`config.mk`:
```
export PLATFORM = sky130hd
export DESIGN_NAME = pair_sequencer_flat
export DESIGN_NICKNAME = d
export VERILOG_FILES = /design/src/rtl/pair_sequencer_if.sv /design/src/rtl/pair_sequencer.sv /design/src/flat_wrapper.sv
export SDC_FILE = /design/constraint.sdc
export NUM_CORES = 1
export LEC_CHECK = 0
export ABC_AREA = 1
export BUFFER_PORTS_ARGS = -buffer_cell sky130_fd_sc_hd__buf_2
export CAP_MARGIN = 10
export CORE_UTILIZATION = 59
export CTS_CLUSTER_SIZE = 25
export DETAILED_ROUTE_END_ITERATION = 8
export PLACE_DENSITY = 0.75
export SLEW_MARGIN = 20
export SYNTH_ARGS = -nofsm -noshare
export SYNTH_HDL_FRONTEND = slang
export SYNTH_SLANG_ARGS = --single-unit
```
`constraint.sdc`:
```
create_clock -name clk -period 2.93 [get_ports clk]
set_clock_uncertainty 0.2 [all_clocks]
set_input_delay 0.4395 -clock clk [delete_from_list [all_inputs] [get_ports clk]]
set_output_delay 0.4395 -clock clk [all_outputs]
set_load 0.005 [all_outputs]
```
`src/rtl/pair_sequencer_if.sv`:
```
// Issue-side bus of the pair sequencer: pass control plus the three
// body-index streams (position read, accumulate tap, write-back tap).
interface pair_sequencer_if #(
    parameter int unsigned BODY_ADDR_WIDTH = 9
);
    logic                       start;
    logic                       abort;
    logic [BODY_ADDR_WIDTH:0]   num_bodies;
    logic                       busy;
    logic                       done;
    logic [BODY_ADDR_WIDTH-1:0] rd_i;
    logic [BODY_ADDR_WIDTH-1:0] rd_j;
    logic                       rd_valid;
    logic [BODY_ADDR_WIDTH-1:0] acc_i;
    logic                       acc_valid;
    logic [BODY_ADDR_WIDTH-1:0] wb_i;
    logic                       wb_valid;
    logic                       wb_last;

    // Pass controller side: requests passes, observes the index streams.
    modport master (
        output start, abort, num_bodies,
        input  busy, done, rd_i, rd_j, rd_valid,
        input  acc_i, acc_valid, wb_i, wb_valid, wb_last
    );

    // Sequencer side.
    modport slave (
        input  start, abort, num_bodies,
        output busy, done, rd_i, rd_j, rd_valid,
        output acc_i, acc_valid, wb_i, wb_valid, wb_last
    );
endinterface

```
`src/rtl/pair_sequencer.sv`:
```
// Pair sequencer: walks all (i, j) body pairs j-major, padding each row to
// at least RmwGap slots so a target index is never reissued inside the
// velocity read-modify-write window, and carries the target index down a
// delay line to the accumulate and write-back taps.
module pair_sequencer #(
    parameter int unsigned BODIES          = 512,
    parameter int unsigned BODY_ADDR_WIDTH = $clog2(BODIES),
    parameter int unsigned RamLatency      = 1,
    parameter int unsigned AcclLatency     = 123,
    parameter int unsigned AddTime         = 20,
    parameter int unsigned RmwGap          = 21
) (
    input  logic              clk,
    input  logic              rst,
    pair_sequencer_if.slave   bus
);

    localparam int unsigned AW      = BODY_ADDR_WIDTH;
    localparam int unsigned ACC_LAT = RamLatency + AcclLatency;
    localparam int unsigned DLAT    = ACC_LAT + AddTime;
    localparam int unsigned RMAX    = (BODIES > RmwGap) ? BODIES : RmwGap;
    localparam int unsigned CW0     = $clog2(RMAX + 1);
    localparam int unsigned W       = (CW0 > AW + 1) ? CW0 : AW + 1;
    localparam int unsigned DCW     = $clog2(DLAT + 1);

    localparam logic [W-1:0]   BODIES_W   = W'(BODIES);
    localparam logic [W-1:0]   GAP_W      = W'(RmwGap);
    localparam logic [W-1:0]   ONE_W      = W'(1);
    localparam logic [W-1:0]   TWO_W      = W'(2);
    localparam logic [DCW-1:0] CNT_ONE    = DCW'(1);
    localparam logic [DCW-1:0] DRAIN_LAST = DCW'(DLAT - 1);

    typedef enum logic [1:0] {
        IDLE,
        ISSUE,
        DRAIN
    } state_t;

    state_t         state_q, state_d;
    logic [W-1:0]   k_q, k_d;
    logic [W-1:0]   j_q, j_d;
    logic [W-1:0]   neff_q, neff_d;
    logic [W-1:0]   r_q, r_d;
    logic [DCW-1:0] cnt_q, cnt_d;
    logic           done_q, done_d;

    logic [W-1:0]   nb_w;
    logic [W-1:0]   neff_in;
    logic [W-1:0]   r_in;
    logic           pair_ok;
    logic           pair_last;
    logic [AW-1:0]  rd_i_w;
    logic           flush;

    logic [DLAT-1:0] vld_q;
    logic [DLAT-1:0] last_q;
    logic [AW-1:0]   idx_q [DLAT];

    // Clamp the requested body count and derive the padded row length.
    always_comb begin
        nb_w    = W'(bus.num_bodies);
        neff_in = (nb_w > BODIES_W) ? BODIES_W : nb_w;
        r_in    = (neff_in > GAP_W) ? neff_in : GAP_W;
    end

    // Current slot decode: a real pair, its target index and the last-pair mark.
    always_comb begin
        pair_ok   = (state_q == ISSUE) && (k_q < neff_q) && (k_q != j_q);
        pair_last = pair_ok && (k_q == neff_q - TWO_W) && (j_q == neff_q - ONE_W);
        rd_i_w    = pair_ok ? k_q[AW-1:0] : '0;
        flush     = bus.abort && (state_q != IDLE);
    end

    // Next-state logic for the pass FSM and slot counters.
    always_comb begin
        state_d = state_q;
        k_d     = k_q;
        j_d     = j_q;
        neff_d  = neff_q;
        r_d     = r_q;
        cnt_d   = cnt_q;
        done_d  = 1'b0;
        case (state_q)
            IDLE: begin
                if (bus.start && !bus.abort) begin
                    if (neff_in >= TWO_W) begin
                        state_d = ISSUE;
                        neff_d  = neff_in;
                        r_d     = r_in;
                        k_d     = '0;
                        j_d     = '0;
                    end else begin
                        done_d = 1'b1;
                    end
                end
            end
            ISSUE: begin
                if (k_q == r_q - ONE_W) begin
                    k_d = '0;
                    if (j_q == neff_q - ONE_W) begin
                        state_d = DRAIN;
                        cnt_d   = '0;
                    end else begin
                        j_d = j_q + ONE_W;
                    end
                end else begin
                    k_d = k_q + ONE_W;
                end
            end
            DRAIN: begin
                if (cnt_q == DRAIN_LAST) begin
                    state_d = IDLE;
                    done_d  = 1'b1;
                end else begin
                    cnt_d = cnt_q + CNT_ONE;
                end
            end
            default: state_d = IDLE;
        endcase
        // Abort of a live pass overrides whatever the case above decided,
        // including the completion pulse on the final drain cycle.
        if (flush) begin
            state_d = IDLE;
            done_d  = 1'b0;
        end
    end

    // FSM and counter registers.
    always_ff @(posedge clk) begin
        if (rst) begin
            state_q <= IDLE;
            k_q     <= '0;
            j_q     <= '0;
            neff_q  <= '0;
            r_q     <= '0;
            cnt_q   <= '0;
            done_q  <= 1'b0;
        end else begin
            state_q <= state_d;
            k_q     <= k_d;
            j_q     <= j_d;
            neff_q  <= neff_d;
            r_q     <= r_d;
            cnt_q   <= cnt_d;
            done_q  <= done_d;
        end
    end

    // Valid and last-pair marks along the delay line; cleared on reset or abort.
    always_ff @(posedge clk) begin
        if (rst || flush) begin
            vld_q  <= '0;
            last_q <= '0;
        end else begin
            vld_q[0]  <= pair_ok;
            last_q[0] <= pair_last;
            for (int unsigned s = 1; s < DLAT; s++) begin
                vld_q[s]  <= vld_q[s-1];
                last_q[s] <= last_q[s-1];
            end
        end
    end

    // Target indices along the delay line; qualified by the valid marks.
    always_ff @(posedge clk) begin
        idx_q[0] <= rd_i_w;
        for (int unsigned s = 1; s < DLAT; s++) begin
            idx_q[s] <= idx_q[s-1];
        end
    end

    // Output drive: read port from the slot decode, taps from the delay line.
    always_comb begin
        bus.busy      = (state_q != IDLE);
        bus.done      = done_q;
        bus.rd_valid  = pair_ok;
        bus.rd_i      = rd_i_w;
        bus.rd_j      = pair_ok ? j_q[AW-1:0] : '0;
        bus.acc_valid = vld_q[ACC_LAT-1];
        bus.acc_i     = vld_q[ACC_LAT-1] ? idx_q[ACC_LAT-1] : '0;
        bus.wb_valid  = vld_q[DLAT-1];
        bus.wb_i      = vld_q[DLAT-1] ? idx_q[DLAT-1] : '0;
        bus.wb_last   = vld_q[DLAT-1] & last_q[DLAT-1];
    end

endmodule
```
`src/flat_wrapper.sv`:
```
// flat-port wrapper written by rule: the top's interface ports become plain ports
module pair_sequencer_flat 
#(
    parameter int unsigned BODIES          = 512,
    parameter int unsigned BODY_ADDR_WIDTH = $clog2(BODIES),
    parameter int unsigned RamLatency      = 1,
    parameter int unsigned AcclLatency     = 123,
    parameter int unsigned AddTime         = 20,
    parameter int unsigned RmwGap          = 21
)
  (clk, rst, bus_start, bus_abort, bus_num_bodies, bus_busy, bus_done, bus_rd_i, bus_rd_j, bus_rd_valid, bus_acc_i, bus_acc_valid, bus_wb_i, bus_wb_valid, bus_wb_last);
  pair_sequencer_if #(.BODY_ADDR_WIDTH(BODY_ADDR_WIDTH)) bus_i ();
  input  logic clk;
  input  logic rst;
  input wire logic [$bits(bus_i.start)-1:0] bus_start;
  input wire logic [$bits(bus_i.abort)-1:0] bus_abort;
  input wire logic [$bits(bus_i.num_bodies)-1:0] bus_num_bodies;
  output wire logic [$bits(bus_i.busy)-1:0] bus_busy;
  output wire logic [$bits(bus_i.done)-1:0] bus_done;
  output wire logic [$bits(bus_i.rd_i)-1:0] bus_rd_i;
  output wire logic [$bits(bus_i.rd_j)-1:0] bus_rd_j;
  output wire logic [$bits(bus_i.rd_valid)-1:0] bus_rd_valid;
  output wire logic [$bits(bus_i.acc_i)-1:0] bus_acc_i;
  output wire logic [$bits(bus_i.acc_valid)-1:0] bus_acc_valid;
  output wire logic [$bits(bus_i.wb_i)-1:0] bus_wb_i;
  output wire logic [$bits(bus_i.wb_valid)-1:0] bus_wb_valid;
  output wire logic [$bits(bus_i.wb_last)-1:0] bus_wb_last;
  assign bus_i.start = bus_start;
  assign bus_i.abort = bus_abort;
  assign bus_i.num_bodies = bus_num_bodies;
  assign bus_busy = bus_i.busy;
  assign bus_done = bus_i.done;
  assign bus_rd_i = bus_i.rd_i;
  assign bus_rd_j = bus_i.rd_j;
  assign bus_rd_valid = bus_i.rd_valid;
  assign bus_acc_i = bus_i.acc_i;
  assign bus_acc_valid = bus_i.acc_valid;
  assign bus_wb_i = bus_i.wb_i;
  assign bus_wb_valid = bus_i.wb_valid;
  assign bus_wb_last = bus_i.wb_last;
  pair_sequencer #(.BODIES(BODIES), .BODY_ADDR_WIDTH(BODY_ADDR_WIDTH), .RamLatency(RamLatency), .AcclLatency(AcclLatency), .AddTime(AddTime), .RmwGap(RmwGap)) u_core (.clk(clk), .rst(rst), .bus(bus_i));
endmodule
```
# Word-level counts from Yosys, hierarchy flattened

Memories as Yosys holds them, arrays and structs flattened.
Cells that the tools add are included.

Register bits: 339
Bits in writable memories: 1296
Input port bits: 14
Output and inout port bits: 42
Word-level logic and storage cells: 80
Memories kept: 1

Memory list:

| name         | words | width | read ports | clocked after memory_dff | write ports | line                 | text |
|---|---|---|---|---|---|---|---|
| u_core.idx_q | 144   | 9     | 144        | 0                        | 144         | pair_sequencer.sv:57 | `logic [AW-1:0] idx_q [DLAT];` |

Add/subtract/negate cells: 6
$lt $le $gt $ge: 4
Equality and inequality tests: 14
Multiplexer cells: 27
Bitwise operators: 1
Reductions and logical operators: 18

Operators with widths:

| cell                                                 | number |
|---|---|
| two-way mux 10 bit                                   | 7 |
| case mux 10 bit (2 select lines)                     | 2 |
| two-way mux 9 bit                                    | 4 |
| == test 10 bit                                       | 3 |
| two-way mux 8 bit                                    | 3 |
| adder 10 x 1 -> 10 bit, second input constant        | 2 |
| subtractor 10 x 1 -> 10 bit, second input constant   | 2 |
| case mux 8 bit (2 select lines)                      | 1 |
| >= comparator 10 x 2 -> 1 bit, second input constant | 1 |
| > comparator 10 bit, second input constant           | 1 |
| > comparator 10 x 5 -> 1 bit, second input constant  | 1 |
| < comparator 10 bit                                  | 1 |
| two-way mux 2 bit                                    | 5 |
| != test 10 bit                                       | 1 |
| AND reduction 5 bit                                  | 2 |
| subtractor 10 x 2 -> 10 bit, second input constant   | 1 |
| adder 8 x 1 -> 8 bit, second input constant          | 1 |
| == test 8 bit, second input constant                 | 1 |
| != test 2 bit, second input constant                 | 4 |
| logical AND 1 bit                                    | 6 |
| != test 2 x 1 -> 1 bit, second input constant        | 3 |
| case mux 2 bit (3 select lines)                      | 1 |
| AND reduction 3 bit                                  | 2 |
| nonzero test 2 bit                                   | 3 |
| other kinds (10)                                     | 12 |

# Longest topological paths before layout

Gate-level depths: netlist (run 1).

Word-level depth: 6
Gate-level depth with buffers: 16
Gate-level depth less buffers: 16

# Worst setup path after synthesis (run 1)

No wires, ideal clock.

Kind: register to output
From: reg u_core.neff_q[5]
To: out bus_rd_i[0]
Arrival time: 1.735 ns
Data required time: 2.291 ns
Slack: 0.555 ns
Cell stages (with the launch flop): 12
Buffers on the path: 2
Cell sequence: dfxtp_1 -> buf_2 -> inv_2 -> ha_1 -> nand2_1 -> o21ai_0 -> nand2_1 -> o2111ai_1 -> nor2_1 -> nand2_1 -> clkbuf_1 -> nor2_1

Word-level cells in the longest chain between the ends: 4

Ends and longest elaborated chain:

| element                         | line                  | text |
|---|---|---|
| start: declaration              | pair_sequencer.sv:42  | `logic [W-1:0] neff_q, neff_d;` |
| start signal: assignment        | pair_sequencer.sv:142 | `neff_q <= neff_d;` |
| < comparator 10 bit             | pair_sequencer.sv:68  | `pair_ok = (state_q == ISSUE) && (k_q < neff_q) && (k_q != j_q);` |
| logical AND 1 bit (2 in series) | pair_sequencer.sv:68  |  |
| two-way mux 9 bit               | pair_sequencer.sv:70  | `rd_i_w = pair_ok ? k_q[AW-1:0] : '0;` |
| end: declaration                | flat_wrapper.sv:20    | `output wire logic [$bits(bus_i.rd_i)-1:0] bus_rd_i;` |

No other way between the ends.

# Final worst setup path (run 1)

From: reg u_core.k_q[1]
To: out bus_rd_j[8]

Word-level cells in the longest chain between the ends: 4
Elaborated cells on any way between the ends: 5
Classes of those cells: order compare: 1; eq/ne: 1; mux: 1; reduce/logical: 2

Ends and longest elaborated chain:

| element                  | line                  | text |
|---|---|---|
| start: declaration       | pair_sequencer.sv:40  | `logic [W-1:0] k_q, k_d;` |
| start signal: assignment | pair_sequencer.sv:140 | `k_q <= k_d;` |
| < comparator 10 bit      | pair_sequencer.sv:68  |  |
| logical AND 1 bit        | pair_sequencer.sv:68  |  |
| logical AND 1 bit *      | pair_sequencer.sv:68  |  |
| two-way mux 9 bit *      | pair_sequencer.sv:178 | `bus.rd_j = pair_ok ? j_q[AW-1:0] : '0;` |
| end: declaration         | flat_wrapper.sv:21    | `output wire logic [$bits(bus_i.rd_j)-1:0] bus_rd_j;` |

Every way passes the cells marked *; elsewhere a longest branch is shown, timed or not.

==> results of run 1 <==
cell type report:
type                            instances  area share (%)
Inverter                              394            3.35
Sequential cell                      1635            72.4
Multi-Input combinational cell        842            9.13
Clock buffer                          201            8.95
Tap cell                              855            2.36
Timing Repair Buffer                  135            2.37
Clock inverter                         49            1.46
worst max-delay path, cell delays in order (launching register included):
cell and delay, ns:
dfxtp_4 0.36, ha_4 0.23, inv_2 0.06, nor2_2 0.03, o211ai_1 0.18, o2111ai_2 0.15, nor2_2 0.17, nand2_4 0.09
buf_6 0.15, buf_16 0.14, nor2_4 0.07, buf_2 0.12
flip-flops by register name, summed over array words and instances, names as in the netlist:
name             cells
u_core.bus.done      1
u_core.cnt_q         8
u_core.idx_q      1296
u_core.j_q          10
u_core.k_q          10
u_core.last_q      144
u_core.neff_q       10
u_core.r_q          10
u_core.state_q       2
u_core.vld_q       144
placed cells by master, fill, tap and decap left out, drive strengths merged:
| master | count |
|---|---|
| nand3 | 62 |
| ha | 16 |
| nor2 | 389 |
| nor3 | 15 |
| clkinvlp | 4 |
| xor2 | 24 |
| xnor3 | 1 |
| o211ai | 2 |
| nand4 | 23 |
| a211oi | 1 |
| nor2b | 1 |
| or2 | 4 |
| inv | 403 |
| o22ai | 3 |
| buf | 120 |
| and2 | 1 |
| clkinv | 28 |
| bufinv | 8 |
| o2111ai | 1 |
| nor4 | 5 |
| o21ai | 22 |
| dfxtp | 1635 |
| xnor2 | 11 |
| nand3b | 1 |
| clkbuf | 202 |
| nor3b | 2 |
| nand2 | 218 |
| dlygate4sd3 | 14 |
| a21oi | 40 |
metal layers:
metal  track usage [%]  vias to the layer above  part of all wire (%)
met4              7.46                        0                   2.6
met2              32.0                      312                    49
li1                  -                     9173                     -
met5                 0                        -                     0
met3              3.91                      123                   3.4
met1              23.4                     8541                    45
path summary, 6_finish.rpt:
kind / startpoint / to / slack [ns] / cells after the start
max: u_core.k_q[1]$_SDFFE_PP0P_ / bus_rd_j[8] / -0.15 / 11
max reg2reg: u_core.neff_q[1]$_SDFFE_PP0P_ / u_core.j_q[2]$_SDFFE_PP0P_ / 0.35 / 15
min reg2reg: u_core.idx_q[22][2]$_DFF_P_ / u_core.idx_q[23][2]$_DFF_P_ / 0.11 / 0
min: u_core.idx_q[22][2]$_DFF_P_ / u_core.idx_q[23][2]$_DFF_P_ / 0.11 / 0
kinds of logic (layout without fill, tap and decap cells):
| kind of cell | count (synthesis) | after routing | share of synthesized area [%] |
|---|---|---|---|
| and+or+nand+nor | 721 | 721 | 7.73 |
| xor gates and xnor gates | 36 | 36 | 0.858 |
| buffers and inverters | 449 | 779 | 4.56 |
| AOI/OAI and AO/OA | 69 | 69 | 0.959 |
| adders and majority gates | 16 | 16 | 0.522 |
| DFF | 1635 | 1635 | 85.4 |
metrics by stage:
| step | TNS, ns | setup slack [ns] | utilization [%] | area, um2 |
|---|---|---|---|---|
| after global routing | -3.82 | -0.266 | 70.4 | 45300 |
| after CTS | -4.28 | -0.246 | 70.1 | 45100 |
| after detailed placement | 0 | 0.293 | 61.9 | 39800 |
| after floorplan | 0 | 0.555 | - | 38300 |
| final | -1.63 | -0.149 | 70.4 | 45300 |
| after global placement | 0 | 0.393 | 61.9 | 39800 |
what timing repair did:
| item | CTS | global route |
|---|---|---|
| cloned | 3 | 0 |
| hold buffers | 14 | 0 |
| hold endpoints to repair | 18 | 0 |
| pin swaps | 13 | 14 |
| endpoints found under the setup margin | 19 | 19 |
| buffers inserted | 12 | 6 |
| gates resized for setup | 72 | 40 |
where the power goes:
part / switching [uW] / internal (uW) / leakage [uW] / total, uW
logic: 482 / 259 / 0.00289 / 740
clock network: 7930 / 10500 / 0.00231 / 18400
registers: 28.9 / 22300 / 0.0132 / 22300
total: 8440 / 33000 / 0.0184 / 41400
==> qor.txt, run 1 <==
Antenna diode instance count -> 0
Flops & latches, synth -> 1,635
Total Wirelength -> 59.4 mm
FMAX -> 325 MHz
Vias per Instance -> 4.41
Dominant cell by count in the synthesized netlist -> dfxtp_1
Final worst path period share -> 105%
Max FO, Critical Path -> 5
Wire length of the first global-routing pass -> 98.6 mm
Slew @ Worst Pin -> 0.620 ns
Largest net degree at the start of global routing -> 79
Fin nets -> 3,178
CP arrival -> 2.44 ns
Syn avg cell area -> 13.1 um2
Worst skew pair latency -> 0.70 ns
Area contributors post-synth -> dfxtp_1 (85%), inv_1 (3.8%), nor2_1 (3.7%)
Maximum VDD drop -> 617 uV
MaxCap Viol Count -> 0
Die Height -> 257 um
Share of cells above drive strength 1 -> 13.6%
Reg clk slew, reported paths -> 0.06 ns
TritonCTS buffer count -> 140
Placed cells -> 3,827
Initial core utilization -> 59.6%
Synthesized instance count -> 2,926
Area of the multi-input gates -> 0.00413 mm2
Area share of the largest cell type after synthesis -> 85.4%
CP endpoint kind -> primary output
Root Buffer -> clkbuf_16
Num rows -> 93
Fin. max-slew vios -> 0
Pleak -> 0.0184 uW
Number of global-route vias before repair -> 19,337
Area Overhead vs Synth -> 18.1%
Critical Path RT -> 2.29 ns
Final Hold Vio Count -> 0
Die X-Extent -> 257 um
PD cells -> 915 mW/mm2
Final setup fails -> 19
Max transition margin -> 58.3%
Drt first pass iters -> 5
Most used DFF post-synth -> dfxtp_1
Grt ovf -> 0
Syn. warnings -> 0
Worst hold slack -> 0.106 ns
Outcome -> finished, violations left
DRC violations left -> 0
Number of port buffers -> 55
Total power -> 41,400 uW
PnR worst setup slack -> -0.149 ns
Core area -> 0.0643 mm2
RSZ-0062 raised after global routing -> yes
CTS tree -> built
Routed Antenna Nets -> 0
TritonCTS Sinks -> 1,635
Fin cells -> 4,111
Iter 0 DRT Violations -> 869
WL/cell -> 14.5 um
Netlist cell types -> 35
Commonest cells in the netlist -> dfxtp_1 (1,635), inv_1 (384), nor2_1 (378)
Final RePlAce weighted congestion -> 0.791
Die area -> 0.0660 mm2
Worst hold path type -> reg2reg
Post-synthesis sequential area ratio -> 85.4%
Mapped Area -> 0.0383 mm2
Initial antenna violation count -> 0
H-tree depth -> 4
CP startpoint kind -> flip-flop
Io pins -> 56
Clock buffer depth -> 3
Post-synthesis async set-or-reset flop share -> 0%
Post-DP HPWL -> 31.8 mm
Failing checks -> negative setup slack
Crit path time final -> 3.08 ns
Fillers -> 4,037
Post-Syn Nets -> 2,956
Total Routing Usage GR -> 18.8%
DR vias -> 18,149
Cell taking the most area after synthesis -> dfxtp_1
Post-synth EDFFs -> 0
Register area -> 0.0328 mm2
WS Path Type -> reg2out
(Power assumes the default switching activity.)
==> run 2: changes to the inputs <==
--- a/config.mk
+++ b/config.mk
@@ -8,10 +8,12 @@
 export ABC_AREA = 1
 export BUFFER_PORTS_ARGS = -buffer_cell sky130_fd_sc_hd__buf_2
 export CAP_MARGIN = 10
-export CORE_UTILIZATION = 59
+export CELL_PAD_IN_SITES_DETAIL_PLACEMENT = 1
+export CELL_PAD_IN_SITES_GLOBAL_PLACEMENT = 2
+export CORE_UTILIZATION = 43
 export CTS_CLUSTER_SIZE = 25
 export DETAILED_ROUTE_END_ITERATION = 8
-export PLACE_DENSITY = 0.75
+export PLACE_DENSITY_LB_ADDON = 0.1
 export SLEW_MARGIN = 20
 export SYNTH_ARGS = -nofsm -noshare
 export SYNTH_HDL_FRONTEND = slang
==> run 2 against run 1 <==
Compared with the run above:
- the flow still finishes with violations (negative setup slack)
- first-iteration DRC count shrank 26%
- final cell count grew 8.4%
- global-route usage decreased by 5.2 points
- via count is 0.85% higher
- routed wire length decreased by 0.94%
- sequential share of layout area shrank 1.4 points
- clock power is 7% higher
- register-to-register slack worse by 0.33 ns
- sequential power is essentially flat
- count of clock-buffer cells in the layout grew 26
- largest cell class unchanged
- utilization down 18 points
- highest routed layer unchanged
==> qor.txt, run 2 (same netlist as run 1, synthesis figures left out) <==
Hold-critical path endpoint -> u_core.state_q[0]$_SDFFE_PP0P_ (was u_core.idx_q[23][2]$_DFF_P_)
Die Height -> 301 um (was 257 um)
TritonCTS Sinks -> 1,635 (unchanged)
Largest net degree at the start of global routing -> 47 (was 79)
Critical Path RT -> 2.29 ns (about the same)
Logic pwr share -> 1.9% (was 1.8%)
FF-to-FF path depth -> 21 (was 15)
Clock share of power -> 46.0% (was 44.4%)
Iter 0 DRT Violations -> 645 (was 869)
Num rows -> 109 (was 93)
Placed cells -> 4,142 (was 3,827)
Final setup TNS -> -2.65 ns (was -1.63 ns)
Pre-CTS setup slack -> 0.327 ns (was 0.293 ns)
Total Wirelength -> 58.9 mm (was 59.4 mm)
Reg clk slew, reported paths -> 0.06 ns (about the same)
Area Overhead vs Synth -> 20.3% (was 18.1%)
TritonCTS buffer count -> 153 (was 140)
Final RePlAce weighted congestion -> 0.776 (was 0.791)
Sequential power share -> 52.1% (was 53.8%)
PD cells -> 927 mW/mm2 (was 915 mW/mm2)
Final setup fails -> 19 (unchanged)
Antenna diode instance count -> 0 (unchanged)
Finished Core Util -> 52.2% (was 70.4%)
CP max stage delay -> 0.40 ns (was 0.36 ns)
CP endpoint kind -> primary output (unchanged)
Commonest non-fill, non-tap cell in the layout -> dfxtp_1 (unchanged)
MaxCap Viol Count -> 0 (unchanged)
Final Hold Vio Count -> 0 (unchanged)
Failing checks -> negative setup slack (unchanged)
Initial core utilization -> 43.4% (was 59.6%)
WS Path Type -> reg2out (unchanged)
Core area -> 0.0884 mm2 (was 0.0643 mm2)
H-tree depth -> 4 (unchanged)
Worst skew pair latency -> 0.74 ns (was 0.70 ns)
Vias per Instance -> 4.11 (was 4.41)
Clock buffer depth -> 3 (unchanged)
PnR worst setup slack -> -0.183 ns (was -0.149 ns)
Family with the most delay on the worst path -> buffers and inverters (unchanged)
Sw Ratio -> 20.3% (was 20.4%)
CP startpoint kind -> flip-flop (unchanged)
Worst path bufs/invs -> 6 (was 4)
Total Routing Usage GR -> 13.6% (was 18.8%)
R2R Setup Slk -> 0.02 ns (was 0.35 ns)
Most frequent cells in the layout -> dfxtp_1 (1,619), inv_1 (378), nor2_1 (361) (was dfxtp_1 (1,614), inv_1 (375), nor2_1 (361))
Io pins -> 56 (unchanged)
Hold Path Cell Cnt -> 5 (was 0)
Switching power -> 8700 uW (was 8440 uW)
Hold Startpoint -> bus_abort (was u_core.idx_q[22][2]$_DFF_P_)
Pleak -> 0.0186 uW (was 0.0184 uW)
Largest regs -> u_core.idx_q: 1296 flops, u_core.last_q: 144 flops, u_core.vld_q: 144 flops (unchanged)
Fin cells -> 4,456 (was 4,111)
Int Power -> 34,100 uW (was 33,000 uW)
R2r endpoint -> u_core.last_q[0]$_SDFF_PP0_ (was u_core.j_q[2]$_SDFFE_PP0P_)
Routed Antenna Nets -> 0 (unchanged)
Most common cell on crit path -> inv_1 (was nor2_2)
CP arrival -> 2.47 ns (was 2.44 ns)
Grt ovf -> 0 (unchanged)
FMAX -> 321 MHz (was 325 MHz)
Fin. max-slew vios -> 0 (unchanged)
Drt first pass iters -> 4 (was 5)
DRC violations left -> 0 (unchanged)
Die X-Extent -> 301 um (was 257 um)
Crit-path slowest cell -> dfxtp_2 (was dfxtp_4)
Maximum VDD drop -> 685 uV (was 617 uV)
FF-to-FF Start -> u_core.k_q[1]$_SDFFE_PP0P_ (was u_core.neff_q[1]$_SDFFE_PP0P_)
Critical-path cell list -> buf_8 -> inv_1 -> buf_4 -> nand2_1 -> nand4_1 -> nor2_1 -> nand3_1 -> nand2_4 -> buf_12 -> inv_1 -> buf_2 (was ha_4 -> inv_2 -> nor2_2 -> o211ai_1 -> o2111ai_2 -> nor2_2 -> nand2_4 -> buf_6 -> buf_16 -> nor2_4 -> buf_2)
RSZ-0062 raised after global routing -> yes (unchanged)
Max FO, Critical Path -> 10 (was 5)
Crit path time final -> 3.11 ns (was 3.08 ns)
Wire length of the first global-routing pass -> 97.7 mm (was 98.6 mm)
Final worst path period share -> 106% (was 105%)
Total power -> 42,800 uW (was 41,400 uW)
Outcome -> finished, violations left (unchanged)
Post-DP HPWL -> 34.4 mm (was 31.8 mm)
Most flops, register -> u_core.idx_q (unchanged)
Share of cells above drive strength 1 -> 13.8% (was 13.6%)
Die area -> 0.0904 mm2 (was 0.0660 mm2)
Number of global-route vias before repair -> 19,304 (was 19,337)
Max transition margin -> 53.0% (was 58.3%)
Root Buffer -> clkbuf_16 (unchanged)
Slew @ Worst Pin -> 0.704 ns (was 0.620 ns)
WL/cell -> 13.2 um (was 14.5 um)
Worst hold path type -> in2reg (was reg2reg)
Fin nets -> 3,197 (was 3,178)
Max reg flops -> 1,296 (unchanged)
Number of port buffers -> 55 (unchanged)
CTS tree -> built (unchanged)
Initial antenna violation count -> 0 (unchanged)
DR vias -> 18,304 (was 18,149)
==> run 2: how the worst max path moves through the flow <==
| stage | cells past startpoint | slack [ns] | start | to |
|---|---|---|---|---|
| floorplan | 11 | 0.56 | u_core.neff_q[5]$_SDFFE_PP0P_ | bus_rd_i[0] |
| global placement | 12 | 0.30 | u_core.neff_q[9]$_SDFFE_PP0P_ | u_core.last_q[0]$_SDFF_PP0_ |
| detailed placement | 15 | 0.33 | u_core.neff_q[1]$_SDFFE_PP0P_ | u_core.j_q[6]$_SDFFE_PP0P_ |
| CTS | 11 | -0.26 | u_core.neff_q[3]$_SDFFE_PP0P_ | bus_rd_i[8] |
| global route | 11 | -0.32 | u_core.neff_q[9]$_SDFFE_PP0P_ | bus_rd_j[5] |
| finish | 11 | -0.18 | u_core.k_q[2]$_SDFFE_PP0P_ | bus_rd_valid |
==> run 2: power groups by stage <==
stage	registers, uW	logic [uW]	clock network, uW
final	22300	801	19700
after global routing	22300	890	21400
after detailed placement	22800	719	0
after CTS	22300	798	20400
after floorplan	22800	454	0
after global placement	22800	720	0
==> run 2: repair_timing <==
item / 4_1_cts / 5_1_grt
buffers inserted: 21 / 1
cloned: 2 / 0
hold endpoints to repair: 20 / 0
pin swaps: 4 / 11
setup endpoints to repair: 19 / 20
resized for setup: 65 / 25
hold buffers: 13 / 0
==> run 2: final cells by class <==
type | count | area, um2
Clock buffer | 227 | 4410
Clock inverter | 52 | 769
Fill cell | 8768 | 42200
Inverter | 394 | 1500
Multi-Input combinational cell | 842 | 4110
Sequential cell | 1635 | 32800
Tap cell | 1165 | 1460
Timing Repair Buffer | 141 | 1140
==> run 2: layer usage <==
| metal | track usage [%] | wire [um] | vias to the layer above |
|---|---|---|---|
| met5 | 0 | 0 | - |
| met3 | 3.80 | 2410 | 144 |
| met2 | 22.3 | 27600 | 257 |
| met1 | 16.7 | 27000 | 8684 |
| met4 | 6.19 | 1860 | 0 |
| li1 | - | - | 9219 |
==> run 2: worst reg2reg max path, cell delays in order (launching register included) <==
cell and delay, ns:
dfxtp_4 0.36, ha_4 0.24, inv_2 0.05, buf_4 0.10, buf_4 0.09, buf_6 0.08
buf_6 0.08, buf_6 0.08, buf_6 0.08, buf_6 0.08, buf_6 0.08, buf_6 0.09
buf_6 0.08, buf_4 0.09, buf_4 0.09, buf_4 0.09, o211ai_1 0.10, a21oi_2 0.16
nand3_1 0.10, nor2_1 0.12, nand4_1 0.14, nor3_2 0.26
==> run 2: stage by stage <==
stage	cell area [um2]	hold slack (ns)
final	46100	0.0470
after global routing	46100	0.0427
after CTS	46100	0.00833
after detailed placement	40300	0.113
after global placement	40300	0.109
after floorplan	38300	0.110
